**config.mk**
```make
export PLATFORM = sky130hd
export DESIGN_NAME = edge_tile_scan_ctrl
export DESIGN_NICKNAME = d
export VERILOG_FILES = /design/src/rtl/edge_tile_scan_ctrl.sv
export SDC_FILE = /design/constraint.sdc
export NUM_CORES = 1
export LEC_CHECK = 0
export CAP_MARGIN = 20
export CORE_MARGIN = 10
export CORE_UTILIZATION = 30
export CTS_BUF_LIST = sky130_fd_sc_hd__clkbuf_2
export CTS_CLUSTER_SIZE = 24
export DETAILED_ROUTE_END_ITERATION = 12
export GPL_TIMING_DRIVEN = 0
export SLEW_MARGIN = 10
export SYNTH_ARGS = -nofsm -noshare
export SYNTH_HDL_FRONTEND = slang
export SYNTH_SLANG_ARGS = --single-unit
```
**constraint.sdc**
```tcl
create_clock -name clk -period 3.3 [get_ports clk]
set_clock_uncertainty 0.1 [all_clocks]
set_input_delay 0.495 -clock clk [delete_from_list [all_inputs] [get_ports clk]]
set_output_delay 0.495 -clock clk [all_outputs]
set_load 0.05 [all_outputs]
```
**src/rtl/edge_tile_scan_ctrl.sv**
```systemverilog
// edge_tile_scan_ctrl
// Frame sequencer for the 4x4-tiled edge-detection array. It generates the
// shared tile-local scan coordinate and read strobe, and latches the threshold
// for the whole frame. A delay line aligns output-memory write enables with the
// detector outputs. A start/busy/done handshake is provided, together with
// hold (stall), abort and a completed-frame counter.
module edge_tile_scan_ctrl #(
    parameter int TILE   = 32,
    parameter int CW     = 5,
    parameter int ED_LAT = 1,
    parameter int FCW    = 8
) (
    input  logic           clk,
    input  logic           reset,
    input  logic           start,
    input  logic [7:0]     T,
    input  logic           hold,
    input  logic           abort,
    output logic [7:0]     thr_out,
    output logic [CW-1:0]  rd_row,
    output logic [CW-1:0]  rd_col,
    output logic           rd_valid,
    output logic           wr_en,
    output logic [CW-1:0]  wr_row,
    output logic [CW-1:0]  wr_col,
    output logic           busy,
    output logic           done,
    output logic [FCW-1:0] frame_cnt
);

    typedef enum logic [1:0] {
        ST_IDLE  = 2'd0,
        ST_RUN   = 2'd1,
        ST_DRAIN = 2'd2,
        ST_DONE  = 2'd3
    } state_t;

    localparam logic [CW-1:0]  LAST_POS = CW'(TILE - 1);
    localparam logic [CW-1:0]  POS_ZERO = {CW{1'b0}};
    localparam logic [CW-1:0]  POS_ONE  = {{(CW-1){1'b0}}, 1'b1};
    localparam logic [FCW-1:0] FC_ONE   = {{(FCW-1){1'b0}}, 1'b1};

    // Column-major-inner advance of the tile-local scan position.
    function automatic logic [2*CW-1:0] next_pos(input logic [CW-1:0] row,
                                                 input logic [CW-1:0] col);
        logic [CW-1:0] row_n;
        logic [CW-1:0] col_n;
        if (col == LAST_POS) begin
            col_n = POS_ZERO;
            row_n = row + POS_ONE;
        end else begin
            col_n = col + POS_ONE;
            row_n = row;
        end
        return {row_n, col_n};
    endfunction

    state_t          state_r;
    state_t          state_nx_s;
    logic            start_acc_s;
    logic            issue_s;
    logic            last_issue_s;
    logic            frame_end_s;
    logic            dl_upper_s;
    logic            dl_in_vld_s;
    logic [2*CW-1:0] pos_nx_s;

    logic [7:0]      thr_r;
    logic [CW-1:0]   rd_row_r;
    logic [CW-1:0]   rd_col_r;
    logic            rd_valid_r;
    logic            busy_r;
    logic            done_r;
    logic [FCW-1:0]  frame_cnt_r;

    logic [ED_LAT-1:0] dl_vld_r;
    logic [CW-1:0]     dl_row_r [ED_LAT];
    logic [CW-1:0]     dl_col_r [ED_LAT];

    // Any valid entry in all but the last delay stage means writes are still in flight.
    always_comb begin
        dl_upper_s = 1'b0;
        for (int i = 0; i < ED_LAT - 1; i++) begin
            dl_upper_s = dl_upper_s | dl_vld_r[i];
        end
    end

    // Next-state logic and per-cycle control strobes; abort outranks hold.
    always_comb begin
        state_nx_s   = state_r;
        start_acc_s  = 1'b0;
        issue_s      = 1'b0;
        last_issue_s = 1'b0;
        frame_end_s  = 1'b0;
        case (state_r)
            ST_IDLE: begin
                if (start && !abort) begin
                    state_nx_s  = ST_RUN;
                    start_acc_s = 1'b1;
                end else begin
                    state_nx_s = ST_IDLE;
                end
            end
            ST_RUN: begin
                if (abort) begin
                    state_nx_s = ST_IDLE;
                end else if (hold) begin
                    state_nx_s = ST_RUN;
                end else begin
                    issue_s = 1'b1;
                    if ((rd_row_r == LAST_POS) && (rd_col_r == LAST_POS)) begin
                        last_issue_s = 1'b1;
                        state_nx_s   = ST_DRAIN;
                    end else begin
                        state_nx_s = ST_RUN;
                    end
                end
            end
            ST_DRAIN: begin
                if (abort) begin
                    state_nx_s = ST_IDLE;
                end else if (hold) begin
                    state_nx_s = ST_DRAIN;
                end else if (!dl_upper_s) begin
                    state_nx_s = ST_DONE;
                end else begin
                    state_nx_s = ST_DRAIN;
                end
            end
            ST_DONE: begin
                if (abort) begin
                    state_nx_s = ST_IDLE;
                end else begin
                    state_nx_s  = ST_IDLE;
                    frame_end_s = 1'b1;
                end
            end
            default: begin
                state_nx_s = ST_IDLE;
            end
        endcase
    end

    assign pos_nx_s    = next_pos(rd_row_r, rd_col_r);
    assign dl_in_vld_s = rd_valid_r & ~hold;

    // FSM state register.
    always_ff @(posedge clk or negedge reset) begin
        if (!reset) begin
            state_r <= ST_IDLE;
        end else begin
            state_r <= state_nx_s;
        end
    end

    // Threshold latch: captured only when a frame is accepted.
    always_ff @(posedge clk or negedge reset) begin
        if (!reset) begin
            thr_r <= 8'd0;
        end else if (start_acc_s) begin
            thr_r <= T;
        end else begin
            thr_r <= thr_r;
        end
    end

    // Scan coordinate and read strobe.
    always_ff @(posedge clk or negedge reset) begin
        if (!reset) begin
            rd_row_r   <= POS_ZERO;
            rd_col_r   <= POS_ZERO;
            rd_valid_r <= 1'b0;
        end else if (abort) begin
            rd_valid_r <= 1'b0;
        end else if (start_acc_s) begin
            rd_row_r   <= POS_ZERO;
            rd_col_r   <= POS_ZERO;
            rd_valid_r <= 1'b1;
        end else if (issue_s) begin
            rd_row_r   <= pos_nx_s[2*CW-1:CW];
            rd_col_r   <= pos_nx_s[CW-1:0];
            rd_valid_r <= ~last_issue_s;
        end else begin
            rd_valid_r <= rd_valid_r;
        end
    end

    // Detector-latency delay line; frozen by hold, flushed by abort.
    always_ff @(posedge clk or negedge reset) begin
        if (!reset) begin
            dl_vld_r <= {ED_LAT{1'b0}};
            for (int i = 0; i < ED_LAT; i++) begin
                dl_row_r[i] <= POS_ZERO;
                dl_col_r[i] <= POS_ZERO;
            end
        end else if (abort) begin
            dl_vld_r <= {ED_LAT{1'b0}};
        end else if (!hold) begin
            dl_vld_r[0] <= dl_in_vld_s;
            dl_row_r[0] <= rd_row_r;
            dl_col_r[0] <= rd_col_r;
            for (int i = 1; i < ED_LAT; i++) begin
                dl_vld_r[i] <= dl_vld_r[i-1];
                dl_row_r[i] <= dl_row_r[i-1];
                dl_col_r[i] <= dl_col_r[i-1];
            end
        end else begin
            dl_vld_r <= dl_vld_r;
        end
    end

    // Handshake flags: busy tracks any non-idle state, done marks entry into DONE.
    always_ff @(posedge clk or negedge reset) begin
        if (!reset) begin
            busy_r <= 1'b0;
            done_r <= 1'b0;
        end else begin
            busy_r <= (state_nx_s != ST_IDLE);
            done_r <= (state_nx_s == ST_DONE);
        end
    end

    // Completed-frame counter, bumped as a non-aborted DONE cycle ends.
    always_ff @(posedge clk or negedge reset) begin
        if (!reset) begin
            frame_cnt_r <= {FCW{1'b0}};
        end else if (frame_end_s) begin
            frame_cnt_r <= frame_cnt_r + FC_ONE;
        end else begin
            frame_cnt_r <= frame_cnt_r;
        end
    end

    assign thr_out   = thr_r;
    assign rd_row    = rd_row_r;
    assign rd_col    = rd_col_r;
    assign rd_valid  = rd_valid_r;
    // A held cycle must never write; the pending entry reappears once hold drops.
    assign wr_en     = dl_vld_r[ED_LAT-1] & ~hold;
    assign wr_row    = dl_row_r[ED_LAT-1];
    assign wr_col    = dl_col_r[ED_LAT-1];
    assign busy      = busy_r;
    assign done      = done_r;
    assign frame_cnt = frame_cnt_r;

endmodule

```
==> flow_summary.toml <==
[status]
run_status = "finished clean"

[die]
core_region_area_mm2 = 0.00603
initial_standard_cell_utilization_of_the_core_pct = 31.4
floorplan.die_area_mm2 = 0.00989
dieHeight_um = 99.4
die_w_um = 99.4
design.portCount = 53
std_cell_rows = 28

[layout]
finalNetCount = 249
proportion_of_layout_cells_with_a_drive_suffix_above_1_pct = 14.2
fill_cells = 595
area_growth_from_synthesis_to_final_layout_pct = 37.7
antennaDiodeCount = 0
finalNonFillerCells = 307
final_util_pct = 43.3

[logic_synthesis]
fraction_of_registers_with_async_set_or_reset_after_synthesis_pct = 100
most_used_standard_cell_by_instance_count_after_synthesis = "sky130_fd_sc_hd__dfrtp_1"
syn-num-nets = 190
synth.top_cell.area_share_pct = 55.5
synthesis.area_mm2 = 0.00189
yosysSeqAreaShare_pct = 55.5
synth-seq-cells = 42
synth.top_cells.by_area = "sky130_fd_sc_hd__dfrtp_1 56%, sky130_fd_sc_hd__nand2_1 6.9%, sky130_fd_sc_hd__mux2_2 6.5%, sky130_fd_sc_hd__ha_1 3.3%, sky130_fd_sc_hd__xnor2_1 2.3%"
synth_cells = 172
yosys-top-cells-count = "42 x sky130_fd_sc_hd__dfrtp_1, 35 x sky130_fd_sc_hd__nand2_1, 11 x sky130_fd_sc_hd__mux2_2, 6 x sky130_fd_sc_hd__a21oi_1, 6 x sky130_fd_sc_hd__o21ai_0"
postSynthAreaPerCell_um2 = 11.0
synth-edff-count = 0
synth_warnings = 0
flip_flop_cell_with_the_highest_count_after_synthesis = "sky130_fd_sc_hd__dfrtp_1"
cell_accounting_for_the_most_synthesized_area = "sky130_fd_sc_hd__dfrtp_1"
post_synth_num_cell_types = 36

[sta]
min_period_over_period_pct = 71.8
timing.final.hold_violations = 0
min_period_ns = 2.37
final_worst_slack_ns = 0.929
worstMarginPinSlew_ns = 0.627
timing.hold.ws_ns = 0.122
finalMaxSlewViolations = 0
fin_setup_tns_ns = 0
fmax_mhz = 422
setup_repair_after_global_routing_missed_its_margin = "false"
slew_headroom_pct = 58.2
final_setup_fails = 0

[power_and_ir_drop]
p_per_area_mw_per_mm2 = 534
vdd_drop_max_mv = 0.356
leakagePower_nw = 1.20

[critical_path]
crit_path_max_incr_delay_ns = 0.81
timing_worst_setup_path_type = "reg2out"
cell_with_the_biggest_individual_delay_on_the_critical_path = "sky130_fd_sc_hd__clkdlybuf4s50_1"
crit_path_cell_trace = "nor2b_1 > clkdlybuf4s50_1"
r2r_setup_slack_ns = 1.41
worst_r2r_endpoint = "rd_valid"
worst_r2r_src = "rd_col[0]"
top_family_by_delay_on_critical_path = "buffers and inverters"
critical_path_required_ns = 2.70
timing.critical_path.from_type = "register"
ff2ff_path_depth = 7
worst-path-max-fanout = 2
worstPathArrival_ns = 1.78
critPathCaptureType = "output pin"
crit_path_buffers_inverters = 1

[routing]
drt_pre_antenna_iters = 3
detail_route.iter0.violations = 44
drt_drc_violations_left = 0
drt-total-wl_um = 4310
post_drt_wl_per_cell_um = 14.0
ant_nets = 0
viasPerCell = 4.60
route.vias.total = 1413

[grt]
global_route.overflow_total = 0
grt_max_degree = 24
first_pass_grt_wire_length_um = 7290
grt_antenna_before_repair = 0
grtUsageTotal_pct = 8.98
grt_pass1_vias = 1468

[cts]
cts.path.max_buffers = 2
clock_tree.htree_level_count = 2
cts_root_buf = "sky130_fd_sc_hd__clkbuf_2"
tritoncts_buffer_count = 5
clkSlewWorstSetupHoldPaths_ns = 0.25
clkLatencyLatePin_ns = 0.42
tritoncts = "done"
clkSinkCount = 42

[placed_design]
port-buffer-count = 50
post_placement_worst_setup_slack_ns = 1.08
globalplace.congestion = 0.801
detailedPlacementHpwl_um = 3200
numPlacedInstances = 298

[flow_run]
maxCapViolations = 0

[worst_hold_path]
timing.hold.worst_endpoint = "state_r[1]"
holdCritStartpoint = "abort"
whs_path_depth = 2
holdCritPathClass = "in2reg"
registers in the layout (all words and copies together), names as in the netlist:
| signal | flops |
|---|---|
| busy | 1 |
| rd_valid | 1 |
| state_r | 2 |
| rd_col | 5 |
| frame_cnt | 8 |
| rd_row | 5 |
| dl_vld_r | 1 |
| thr_out | 8 |
| wr_col | 5 |
| done | 1 |
| wr_row | 5 |
power breakdown:
group	leakage (nW)	switching, mW	total (mW)	internal, mW
Combinational	0.585	0.264	0.402	0.138
Clock	0.0532	0.182	0.387	0.205
Sequential	0.563	0.0372	0.602	0.565
area by class of cell:
class	instances	area, um2	share of cell area, %
plain buffers	9	66.3	2.54
clock buffers	5	25.0	0.960
clock inverters	3	68.8	2.64
multi-input cells	119	768	29.5
well taps	75	93.8	3.60
repair buffers	52	526	20.2
inverters	2	7.51	0.288
flip-flops and latches	42	1050	40.3
cells in the final DEF (no fill, tap or decap), drive strengths merged, types with 2 or more instances in the layout:
cell	count
xor2	4
nand2	35
nor2	6
nand4	5
xnor2	5
nand3	4
o211ai	3
mux2	11
clkdlybuf4s50	49
dfrtp	42
o21ai	8
clkbuf	7
inv	2
ha	5
nor3	3
buf	9
bufinv	2
a21oi	6
and4	2
nand2b	4
nor2b	4
and3	4
mux2i	2
worst max-delay path by stage:
stage / from / end / slack, ns / cells after the start
2_1_floorplan: rd_col[0] / rd_row[3] / 1.23 / 8
3_3_place_gp: reset / wr_col[0] / 0.44 / 1
3_5_place_dp: hold / wr_en / 1.08 / 3
4_1_cts: dl_vld_r / wr_en / 0.88 / 2
5_1_grt: dl_vld_r / wr_en / 0.81 / 2
6_report: dl_vld_r / wr_en / 0.93 / 2
through the flow:
step                power [mW]  area, um2
floorplan                0.863       1890
global placement          1.01       2490
detailed placement        1.02       2500
CTS                       1.42       2610
global route              1.46       2610
finish                    1.39       2610
logic make-up after synthesis:
| group | count (synthesis) | share of synthesized area, % |
|---|---|---|
| mux | 13 | 7.60 |
| fa+ha+maj | 5 | 3.30 |
| xor+xnor | 9 | 4.16 |
| buf+inv | 11 | 3.90 |
| simple gates | 72 | 19.4 |
| compound gates | 20 | 6.08 |
| flops | 42 | 55.5 |
metal layers:
| layer | global-route usage, % | wire length [um] |
|---|---|---|
| met5 | 0 | 0 |
| met4 | 3.09 | 56 |
| met3 | 4.71 | 395 |
| met2 | 13.8 | 1980 |
| met1 | 10.5 | 1880 |
what timing repair did:
action | CTS | global route
buffers inserted | 0 | 0
endpoints found under the hold margin | 19 | 0
hold buffers | 1 | 0
resized for setup | 0 | 0
worst register-to-register path, cell delays in order (launching register included):
cell and delay [ns]:
sky130_fd_sc_hd__dfrtp_1 0.49, sky130_fd_sc_hd__ha_1 0.24, sky130_fd_sc_hd__and3_1 0.19, sky130_fd_sc_hd__ha_1 0.18
sky130_fd_sc_hd__nor2b_1 0.14, sky130_fd_sc_hd__buf_2 0.18, sky130_fd_sc_hd__and4_1 0.22, sky130_fd_sc_hd__a21oi_1 0.11
(Power assumes the default switching activity.)
